File: src/rtl/genius_pkg.sv
// rtl/genius_pkg.sv - shared key codes, NEC command codes and command-to-key mapping
package genius_pkg;

    typedef logic [2:0] key_t;

    localparam key_t KEY_GREEN  = 3'd0;
    localparam key_t KEY_RED    = 3'd1;
    localparam key_t KEY_YELLOW = 3'd2;
    localparam key_t KEY_BLUE   = 3'd3;
    localparam key_t KEY_START  = 3'd4;

    localparam logic [7:0] NEC_CMD_GREEN  = 8'h01;
    localparam logic [7:0] NEC_CMD_RED    = 8'h02;
    localparam logic [7:0] NEC_CMD_YELLOW = 8'h03;
    localparam logic [7:0] NEC_CMD_BLUE   = 8'h04;
    localparam logic [7:0] NEC_CMD_START  = 8'h12;

    localparam int KEY_FIFO_DEPTH = 4;

    typedef struct packed {
        logic hit;
        key_t key;
    } key_map_t;

    // Unknown commands return hit=0 so they are dropped without a frame error.
    function automatic key_map_t map_cmd(input logic [7:0] cmd);
        key_map_t m;
        m.hit = 1'b1;
        m.key = KEY_GREEN;
        case (cmd)
            NEC_CMD_GREEN:  m.key = KEY_GREEN;
            NEC_CMD_RED:    m.key = KEY_RED;
            NEC_CMD_YELLOW: m.key = KEY_YELLOW;
            NEC_CMD_BLUE:   m.key = KEY_BLUE;
            NEC_CMD_START:  m.key = KEY_START;
            default:        m.hit = 1'b0;
        endcase
        return m;
    endfunction

    function automatic int hold_cycles(input int clk_hz, input int hold_ms);
        longint prod;
        prod = longint'(clk_hz) * longint'(hold_ms);
        return int'((prod + 64'sd999) / 64'sd1000);
    endfunction

endpackage

File: src/rtl/ir_key_queue_if.sv
// rtl/ir_key_queue_if.sv - IR frame input and key queue output bundle
interface ir_key_queue_if;

    logic [31:0]         ir_data;
    logic                ir_rdy;
    logic                key_pop;
    logic                key_valid;
    genius_pkg::key_t    key_code;
    logic                frame_err;
    logic                ovf;

    modport master (
        output ir_data,
        output ir_rdy,
        output key_pop,
        input  key_valid,
        input  key_code,
        input  frame_err,
        input  ovf
    );

    modport slave (
        input  ir_data,
        input  ir_rdy,
        input  key_pop,
        output key_valid,
        output key_code,
        output frame_err,
        output ovf
    );

endinterface

File: src/rtl/key_fifo.sv
// rtl/key_fifo.sv - 4-entry key FIFO with 2-bit wrapping pointers and occupancy count
module key_fifo
    import genius_pkg::*;
(
    input  logic clk,
    input  logic rst,
    input  logic push,
    input  logic pop,
    input  key_t din,
    output key_t dout,
    output logic full,
    output logic empty,
    output logic drop
);

    key_t       mem [KEY_FIFO_DEPTH];
    logic [1:0] wr_ptr;
    logic [1:0] rd_ptr;
    logic [2:0] count;
    logic       do_push;
    logic       do_pop;

    assign full  = (count == 3'd4);
    assign empty = (count == 3'd0);

    // A pop in the same cycle frees the slot, so a push at full still lands.
    assign do_pop  = pop & ~empty;
    assign do_push = push & (~full | do_pop);
    assign drop    = push & full & ~do_pop;

    assign dout = mem[rd_ptr];

    always_ff @(posedge clk or negedge rst) begin
        if (!rst) begin
            wr_ptr <= 2'd0;
            rd_ptr <= 2'd0;
            count  <= 3'd0;
            for (int i = 0; i < KEY_FIFO_DEPTH; i++) begin
                mem[i] <= KEY_GREEN;
            end
        end else begin
            if (do_push) begin
                mem[wr_ptr] <= din;
                wr_ptr      <= wr_ptr + 2'd1;
            end
            if (do_pop) begin
                rd_ptr <= rd_ptr + 2'd1;
            end
            case ({do_push, do_pop})
                2'b10:   count <= count + 3'd1;
                2'b01:   count <= count - 3'd1;
                default: count <= count;
            endcase
        end
    end

endmodule

File: src/rtl/ir_key_queue.sv
// rtl/ir_key_queue.sv - NEC frame validation, key mapping, repeat suppression and key queue
module ir_key_queue
    import genius_pkg::*;
#(
    parameter int          CLK_HZ      = 50_000_000,
    parameter int          HOLD_MS     = 120,
    parameter logic [15:0] CUSTOM_CODE = 16'h6B86
) (
    input  logic           clk,
    input  logic           rst,
    ir_key_queue_if.slave  bus
);

    localparam int HOLD_CYC = hold_cycles(CLK_HZ, HOLD_MS);
    localparam int TW       = $clog2(HOLD_CYC + 1);

    logic [31:0]   s1_data;
    logic          s1_vld;
    logic [TW-1:0] hold_timer;
    key_t          last_key;
    logic          last_vld;
    logic          frame_err_q;
    logic          ovf_q;

    logic [15:0]   s1_custom;
    logic [7:0]    s1_cmd;
    logic [7:0]    s1_cmd_inv;
    logic          frame_ok;
    key_map_t      key_map;
    logic          mapped;
    logic          hold_run;
    logic          suppress;
    logic          accept;

    key_t          head_key;
    logic          fifo_full;
    logic          fifo_empty;
    logic          fifo_drop;

    assign s1_custom  = s1_data[15:0];
    assign s1_cmd     = s1_data[23:16];
    assign s1_cmd_inv = s1_data[31:24];

    assign frame_ok = (s1_custom == CUSTOM_CODE) && (s1_cmd == ~s1_cmd_inv);
    assign key_map  = map_cmd(s1_cmd);
    assign mapped   = s1_vld & frame_ok & key_map.hit;

    // Held-down remotes resend the same key; only a fresh press or a change gets through.
    assign hold_run = (hold_timer != '0);
    assign suppress = last_vld & hold_run & (key_map.key == last_key);
    assign accept   = mapped & ~suppress;

    always_ff @(posedge clk or negedge rst) begin
        if (!rst) begin
            s1_data     <= 32'd0;
            s1_vld      <= 1'b0;
            hold_timer  <= '0;
            last_key    <= KEY_GREEN;
            last_vld    <= 1'b0;
            frame_err_q <= 1'b0;
            ovf_q       <= 1'b0;
        end else begin
            s1_vld <= bus.ir_rdy;
            if (bus.ir_rdy) begin
                s1_data <= bus.ir_data;
            end

            frame_err_q <= s1_vld & ~frame_ok;
            ovf_q       <= fifo_drop;

            if (mapped) begin
                hold_timer <= TW'(HOLD_CYC);
            end else if (hold_run) begin
                hold_timer <= hold_timer - TW'(1);
            end

            // last_key tracks what the remote sent, even if the queue had no room for it.
            if (accept) begin
                last_key <= key_map.key;
                last_vld <= 1'b1;
            end
        end
    end

    key_fifo u_key_fifo (
        .clk   (clk),
        .rst   (rst),
        .push  (accept),
        .pop   (bus.key_pop),
        .din   (key_map.key),
        .dout  (head_key),
        .full  (fifo_full),
        .empty (fifo_empty),
        .drop  (fifo_drop)
    );

    assign bus.key_valid = ~fifo_empty;
    assign bus.key_code  = head_key;
    assign bus.frame_err = frame_err_q;
    assign bus.ovf       = ovf_q;

endmodule

File: src/flat_wrapper.sv
// flat-port wrapper written by rule: the top's interface ports become plain ports
module ir_key_queue_flat import genius_pkg::*;
#(
    parameter int          CLK_HZ      = 50_000_000,
    parameter int          HOLD_MS     = 120,
    parameter logic [15:0] CUSTOM_CODE = 16'h6B86
)
  (clk, rst, bus_ir_data, bus_ir_rdy, bus_key_pop, bus_key_valid, bus_key_code, bus_frame_err, bus_ovf);
  ir_key_queue_if bus_i ();
  input  logic clk;
  input  logic rst;
  input wire logic [$bits(bus_i.ir_data)-1:0] bus_ir_data;
  input wire logic [$bits(bus_i.ir_rdy)-1:0] bus_ir_rdy;
  input wire logic [$bits(bus_i.key_pop)-1:0] bus_key_pop;
  output wire logic [$bits(bus_i.key_valid)-1:0] bus_key_valid;
  output wire logic [$bits(bus_i.key_code)-1:0] bus_key_code;
  output wire logic [$bits(bus_i.frame_err)-1:0] bus_frame_err;
  output wire logic [$bits(bus_i.ovf)-1:0] bus_ovf;
  assign bus_i.ir_data = bus_ir_data;
  assign bus_i.ir_rdy = bus_ir_rdy;
  assign bus_i.key_pop = bus_key_pop;
  assign bus_key_valid = bus_i.key_valid;
  assign bus_key_code = bus_i.key_code;
  assign bus_frame_err = bus_i.frame_err;
  assign bus_ovf = bus_i.ovf;
  ir_key_queue #(.CLK_HZ(CLK_HZ), .HOLD_MS(HOLD_MS), .CUSTOM_CODE(CUSTOM_CODE)) u_core (.clk(clk), .rst(rst), .bus(bus_i));
endmodule
File: config.mk
export PLATFORM = sky130hd
export DESIGN_NAME = ir_key_queue_flat
export DESIGN_NICKNAME = d
export VERILOG_FILES = /design/src/rtl/genius_pkg.sv /design/src/rtl/ir_key_queue_if.sv /design/src/rtl/key_fifo.sv /design/src/rtl/ir_key_queue.sv /design/src/flat_wrapper.sv
export SDC_FILE = /design/constraint.sdc
export NUM_CORES = 1
export LEC_CHECK = 0
export CORE_MARGIN = 1
export CORE_UTILIZATION = 51
export DETAILED_ROUTE_END_ITERATION = 8
export PLACE_DENSITY = 0.84
export SLEW_MARGIN = 5
export SYNTH_ARGS = -nofsm -noshare
export SYNTH_HDL_FRONTEND = slang
export SYNTH_SLANG_ARGS = --single-unit
export TNS_END_PERCENT = 10
File: constraint.sdc
create_clock -name clk -period 2.9 [get_ports clk]
set_input_delay 0.435 -clock clk [delete_from_list [all_inputs] [get_ports clk]]
set_output_delay 0.435 -clock clk [all_outputs]
set_load 0.005 [all_outputs]
==> results.ini, run 1 <==
[place]
hpwl_um=5610
post-place-ws_ns=-0.103
gp_congestion=0.809
placed_area_um2=4780
io_buffers=41

[global_routing]
track_usage=0.210
grt_pass1_vias=2974
grt_max_degree=82
grt_first_pass_wirelength_um=13800
grt_antenna_before_repair=0
overflow=0

[worst_setup_path]
crit_slowest_cell=or4_4
cp.arrival_ns=3.24
critPathLaunchType=register
worstPathMaxFanout=3
max_stage_delay_ns=0.55
worstPathRequired_ns=3.13
worstSetupPathType=reg -> reg
path_cells=or4_4, or4_4, nor2_8, a31oi_4, and2_4, or3_1, ha_2, inv_2, fa_2, xor2_2, nor2_2, xor2_1
cp-end-kind=register
crit_path_frequent_cell=or4_4

[pwr]
p_per_area_nw_per_um2=519
p_int_mw=1.89
ir_drop_mv=0.352
p_total_mw=2.60
p_seq_frac=0.503
p_leak_nw=2.29
swShare=0.273
p_sw_mw=0.709
clkPwrFrac=0.316
combPwrFrac=0.181

[floorplanning]
ios=42
fp.coreArea_um2=7730
fp.dieH_um=91.3
rows=32
start_util=0.527
fp.dieW_um=91.3
die_area_um2=8340

[routing]
drtPass1Iterations=4
num_vias=2770
via_per_inst=5.43
wire_per_inst_um=15.6
finalWirelength_um=7950
drtIter0Drc=107
ant_nets=0
drc=0

[clock_tree]
clock_sinks=81
cts_buffer_depth=2
cts-root-buf=clkbuf_8
clk_latency_ns=0.35
holdBufCountCts=0
cts_buffers=9
clk_pin_slew_ns=0.08
cts_tree=yes
h-tree-depth=3

[synthesis]
async_flop_share=1.00
yosys.cell_types.count=50
yosysWarnings=0
synth-edff-count=0
synth_top_flop_cell=dfrtp_1
syn_inst=330
ys_ff_latch=81
synth_area_um2=4070
avgSynthCellArea_um2=12.3
ys_seq_area_frac=0.498
synth_nets=373

[job]
maxCapViolCount=0

[timing]
slew_viol_final=0
setup_viol_count_final=2
max_slew.worst_pin.slew_ns=1.01
hold_viol=0
fmax_ghz=0.332
finalWorstSetupSlack_ns=-0.109
tns_ns=-0.164
relSlewSlack=0.330
rsz0062_at_grt=yes
min_period_ns=3.01
clock_skew_ns=0.00590
finalCritPeriodShare=1.04

[status]
status=finished with violations
violations=negative setup slack

[finish]
antenna_cells=0
syn_to_final_growth_pct=23.2
final_layout_size_suffix_gt1_frac=0.282
stdcell_area_um2=5010
fin_util=0.648
nets=446

[hold_path]
hold_path.class=in -> async

[synthesized netlist by cell type (4+ instances only)]
| master | instances | share of area |
|---|---|---|
| dfrtp_1 | 81 | 0.50 |
| nor4bb_1 | 4 | 0.0098 |
| xnor2_1 | 15 | 0.032 |
| nor4_1 | 8 | 0.012 |
| xor2_1 | 17 | 0.037 |
| a2111oi_4 | 4 | 0.027 |
| mux2_2 | 36 | 0.10 |
| inv_1 | 15 | 0.014 |
| clkbuf_1 | 5 | 0.0046 |
| a21oi_1 | 6 | 0.0074 |
| nor3_1 | 6 | 0.0074 |
| or3_1 | 7 | 0.011 |
| nor2_1 | 27 | 0.025 |
| mux2_1 | 12 | 0.033 |
| ha_1 | 6 | 0.018 |
| nand2_1 | 17 | 0.016 |
| o21ai_0 | 5 | 0.0061 |
| nand4_1 | 7 | 0.011 |
[power by group through the flow]
stage	Combinational (mW)	Clock, mW	Sequential, mW
6_report	0.471	0.822	1.31
5_1_grt	0.523	0.873	1.32
4_1_cts	0.450	0.838	1.31
3_5_place_dp	0.437	0	1.32
3_3_place_gp	0.413	0	1.32
2_1_floorplan	0.301	0	1.29
[path summary, 6_finish.rpt]
check                                                  startpoint                                     end  slack, ns  cells after the start
worst max-delay path            u_core.hold_timer[19]$_DFFE_PN0P_  u_core.u_key_fifo.count[2]$_DFFE_PN0P_      -0.11                     12
worst min-delay path                                          rst    u_core.u_key_fifo.mem[1]$_DFFE_PN0P_       0.23                      1
worst max register to register  u_core.hold_timer[19]$_DFFE_PN0P_  u_core.u_key_fifo.count[2]$_DFFE_PN0P_      -0.11                     12
worst min register to register        u_core.last_vld$_DFFE_PN0P_             u_core.last_vld$_DFFE_PN0P_       0.47                      1
max in group asynchronous                                     rst        u_core.hold_timer[4]$_DFFE_PN0P_       2.00                      1
min in group clk                      u_core.last_vld$_DFFE_PN0P_             u_core.last_vld$_DFFE_PN0P_       0.47                      1
[metrics by stage]
stage          std cells  hold WS, ns
2_1_floorplan        330        0.139
3_3_place_gp         493        0.443
3_5_place_dp         493        0.450
4_1_cts              509        0.278
5_1_grt              510        0.332
6_report             510        0.231
[routing by layer]
| metal | global-route usage | wire length [um] |
|---|---|---|
| met5 | 0 | 0 |
| met2 | 0.355 | 4070 |
| met3 | 0.0452 | 308 |
| met1 | 0.271 | 3500 |
| met4 | 0.0661 | 77 |
[layout by cell type, fill, tap and decap left out, types with 2 or more instances in the layout]
master / n
a21oi_1: 6
dfrtp_1: 81
buf_4: 36
o41ai_1: 2
xor2_1: 16
nor2_1: 26
mux4_2: 3
a2111oi_4: 4
nor3b_1: 3
mux2_2: 36
clkinvlp_4: 2
nand2b_1: 2
mux2_1: 12
and3_1: 2
or4_4: 3
o21ai_0: 4
nand4_1: 7
nor4b_2: 2
clkinv_2: 2
nor4b_1: 2
inv_1: 14
nor4bb_1: 4
ha_1: 5
clkdlybuf4s50_1: 40
nand2_1: 17
nor3_1: 6
clkbuf_8: 10
xnor2_1: 15
and4b_1: 2
or3_1: 7
nor4_1: 8
nand3b_1: 3
[state kept, by name (all words and copies together), names as in the netlist]
signal	flops
u_core.u_key_fifo.rd_ptr	2
u_core.s1_data	32
u_core.u_key_fifo.mem	12
u_core.last_key	3
u_core.bus.ovf	1
u_core.last_vld	1
u_core.s1_vld	1
u_core.u_key_fifo.count	3
u_core.bus.frame_err	1
u_core.u_key_fifo.wr_ptr	2
u_core.hold_timer	23
[cell families after synthesis]
family / after synthesis / synth area share
fa+ha+maj: 7 / 0.0234
compound gates: 26 / 0.0698
xor+xnor: 32 / 0.0689
buf+inv: 29 / 0.0344
flops: 81 / 0.498
simple gates: 104 / 0.156
mux: 51 / 0.149
[worst max-delay path: cells and delay by family (launching register included)]
| kind | cells | cell delay (ns) |
|---|---|---|
| AOI/OAI and AO/OA | 1 | 0.04 |
| xor gates and xnor gates | 2 | 0.29 |
| adders and majority gates | 2 | 0.40 |
| DFF | 1 | 0.39 |
| buffers and inverters | 1 | 0.05 |
| and+or+nand+nor | 6 | 1.73 |
[final cells by class]
type	instances	area, um^2
Inverter	15	56.3
Tap cell	102	128
Sequential cell	81	2030
Timing Repair Buffer	76	671
Multi-Input combinational cell	220	1930
Fill cell	555	2720
Clock inverter	5	55.1
Clock buffer	11	141
[what timing repair did]
action                     4_1_cts  5_1_grt
pin swaps                        1        1
gates resized for setup          2        5
setup buffers                    0        1
setup endpoints to repair        2       14
gates cloned                     0        0
No activity file was read; power rests on OpenSTA's default activity.
==> run 2: changes to the inputs <==
CAP_MARGIN = 20   (was not set)
CORE_UTILIZATION = 60   (was 51)
PLACE_DENSITY = 0.92   (was 0.84)
SKIP_CTS_REPAIR_TIMING = 1   (was not set)
clock period = 3.8 ns   (was 2.9 ns; I/O delays follow)
==> run 2 against run 1 <==
Net effect:
- the run ends with design-rule violations left
- largest power group unchanged
- sequential power fell by 23%
- combinational power is 35% lower
- count of clock-buffer cells in the layout increased by 1
- routed wire length grew 7.7%
- sequential cell count unchanged
- via count fell by 0.61%
- clock skew is 0.0042 ns higher
- highest routed layer unchanged
- critical path depth unchanged
- register-to-register slack improved by 0.31 ns
==> results.ini, run 2 (synthesis gave the netlist of run 1 again) <==
[worst_setup_path]
worstPathMaxFanout=8  ; +5
critPathLaunchType=register
worstSetupPathType=reg -> reg
cp.arrival_ns=3.89  ; +0.65 ns
cp-end-kind=register
worstPathRequired_ns=4.08  ; +0.95 ns
rrSetupSlack_ns=0.20  ; +0.31 ns

[pwr]
ir_drop_mv=0.303  ; -14%
p_leak_nw=2.16  ; -5.8%
p_per_area_nw_per_um2=421  ; -19%
p_seq_frac=0.503  ; about the same
clkPwrFrac=0.345  ; +0.029
p_total_mw=2.00  ; -23%
combPwrFrac=0.153  ; -0.028
swShare=0.262  ; -0.0106
p_sw_mw=0.525  ; -26%
p_int_mw=1.48  ; -22%

[finish]
stdcell_area_um2=4760  ; -4.9%
nets=417  ; -6.5%
final_common_cell=dfrtp_1
syn_to_final_growth_pct=17.1
fin_util=0.738  ; +0.0892
largest_reg_flops=32  ; unchanged
largest_registers=u_core.s1_data x32, u_core.hold_timer x23, u_core.u_key_fifo.mem x12
antenna_cells=0  ; unchanged
final_cell_mix=dfrtp_1 (81), clkdlybuf4s50_1 (40), mux2_2 (36)
largest_register=u_core.s1_data
multi_input_area_um2=1900  ; -1.6%
final_layout_size_suffix_gt1_frac=0.201  ; -0.0808
fillers=394  ; -29%
seq_area_um2=2030  ; unchanged

[floorplanning]
ios=42  ; unchanged
rows=29  ; -9.4%
fp.dieW_um=84.4  ; -7.6%
start_util=0.630  ; +0.103
fp.dieH_um=84.4  ; -7.6%
fp.coreArea_um2=6460  ; -16%
die_area_um2=7110  ; -15%

[routing]
wire_per_inst_um=18.8  ; +21%
finalWirelength_um=8560  ; +7.7%
drtPass1Iterations=6  ; +2
num_vias=2753  ; -0.61%
drtIter0Drc=236  ; +120%
drc=2  ; +2
ant_nets=0  ; unchanged
via_per_inst=6.05  ; +11%

[status]
status=finished with violations
violations=design-rule violations

[clock_tree]
h-tree-depth=3  ; unchanged
cts_buffers=9  ; unchanged
cts-root-buf=clkbuf_8
clk_latency_ns=0.36  ; about the same
cts_tree=yes
clock_sinks=81  ; unchanged
cts_buffer_depth=2  ; unchanged
clk_pin_slew_ns=0.08  ; about the same

[hold_path]
hold_path.class=in -> async

[global_routing]
track_usage=0.260  ; +0.0494
overflow=0  ; unchanged
grt_max_degree=82  ; unchanged
grt_pass1_vias=2907  ; -2.3%
grt_antenna_before_repair=0  ; unchanged
grt_first_pass_wirelength_um=14200  ; +2.4%

[timing]
fmax_ghz=0.277  ; -16%
relSlewSlack=0.373  ; +0.0436
clock_skew_ns=0.0101  ; +0.00419 ns
finalWorstSetupSlack_ns=0.196  ; +0.306 ns
slew_viol_final=0  ; unchanged
setup_viol_count_final=0  ; -2
rsz0062_at_grt=no
min_period_ns=3.60  ; +0.594 ns
max_slew.worst_pin.slew_ns=0.939  ; -0.0664 ns
hold_viol=0  ; unchanged
tns_ns=0  ; +0.164 ns
finalCritPeriodShare=0.948  ; -0.0893

[job]
maxCapViolCount=0  ; unchanged

[place]
hpwl_um=5600  ; about the same
post-place-ws_ns=0.326  ; +0.429 ns
gp_congestion=0.825  ; +2.0%
io_buffers=41  ; unchanged
placed_area_um2=4530  ; -5.3%

==> run 2: power groups by stage <==
stage / combinational (mW) / sequential, mW / clock [mW]
floorplan: 0.227 / 0.983 / 0
global route: 0.341 / 1.02 / 0.736
detailed placement: 0.298 / 1.02 / 0
global placement: 0.276 / 1.02 / 0
CTS: 0.303 / 1.01 / 0.686
finish: 0.307 / 1.01 / 0.691
==> run 2: final timing paths <==
| kind | from | endpoint | cells after the start |
|---|---|---|---|
| worst min-delay path | rst | u_core.u_key_fifo.count[1]$_DFFE_PN0P_ | 1 |
| worst max-delay path | u_core.s1_data[20]$_DFFE_PN0P_ | u_core.u_key_fifo.count[2]$_DFFE_PN0P_ | 12 |
| worst min register to register | u_core.u_key_fifo.count[2]$_DFFE_PN0P_ | u_core.u_key_fifo.count[2]$_DFFE_PN0P_ | 1 |
| worst max register to register | u_core.s1_data[20]$_DFFE_PN0P_ | u_core.u_key_fifo.count[2]$_DFFE_PN0P_ | 12 |
| max in group asynchronous | rst | u_core.s1_data[22]$_DFFE_PN0P_ | 2 |
| min in group clk | u_core.u_key_fifo.count[2]$_DFFE_PN0P_ | u_core.u_key_fifo.count[2]$_DFFE_PN0P_ | 1 |
==> run 2: metrics by stage <==
stage,hold WS (ns),std cells
final,0.0327,455
after global routing,0.0311,455
after CTS,0.420,454
after detailed placement,0.470,439
after global placement,0.460,439
after floorplan,0.274,330
==> run 2: worst max-delay path, cell delays in order (launching register included) <==
cell and delay, ns:
dfrtp_1 0.49, or4_4 0.62, nor4b_4 0.41, nand3b_1 0.21, a31oi_4 0.39, and2_2 0.24
or3_1 0.11, ha_1 0.18, inv_1 0.07, fa_1 0.39, xor2_1 0.15, nor2_1 0.11
xor2_1 0.17
==> run 2: final cells by class <==
class,count,share of cell area
flip-flops and latches,81,0.425
multi-input cells,220,0.399
repair buffers,47,0.0993
clock buffers,12,0.0305
well taps,77,0.0202
clock inverters,3,0.0137
inverters,15,0.0118
==> run 2: routing by layer <==
| metal | wire, um | vias to the layer above | GRT usage |
|---|---|---|---|
| met5 | 0 | - | 0 |
| met4 | 269 | 0 | 0.140 |
| met3 | 361 | 25 | 0.0482 |
| met2 | 4430 | 100 | 0.425 |
| met1 | 3510 | 1370 | 0.332 |
| li1 | - | 1258 | - |
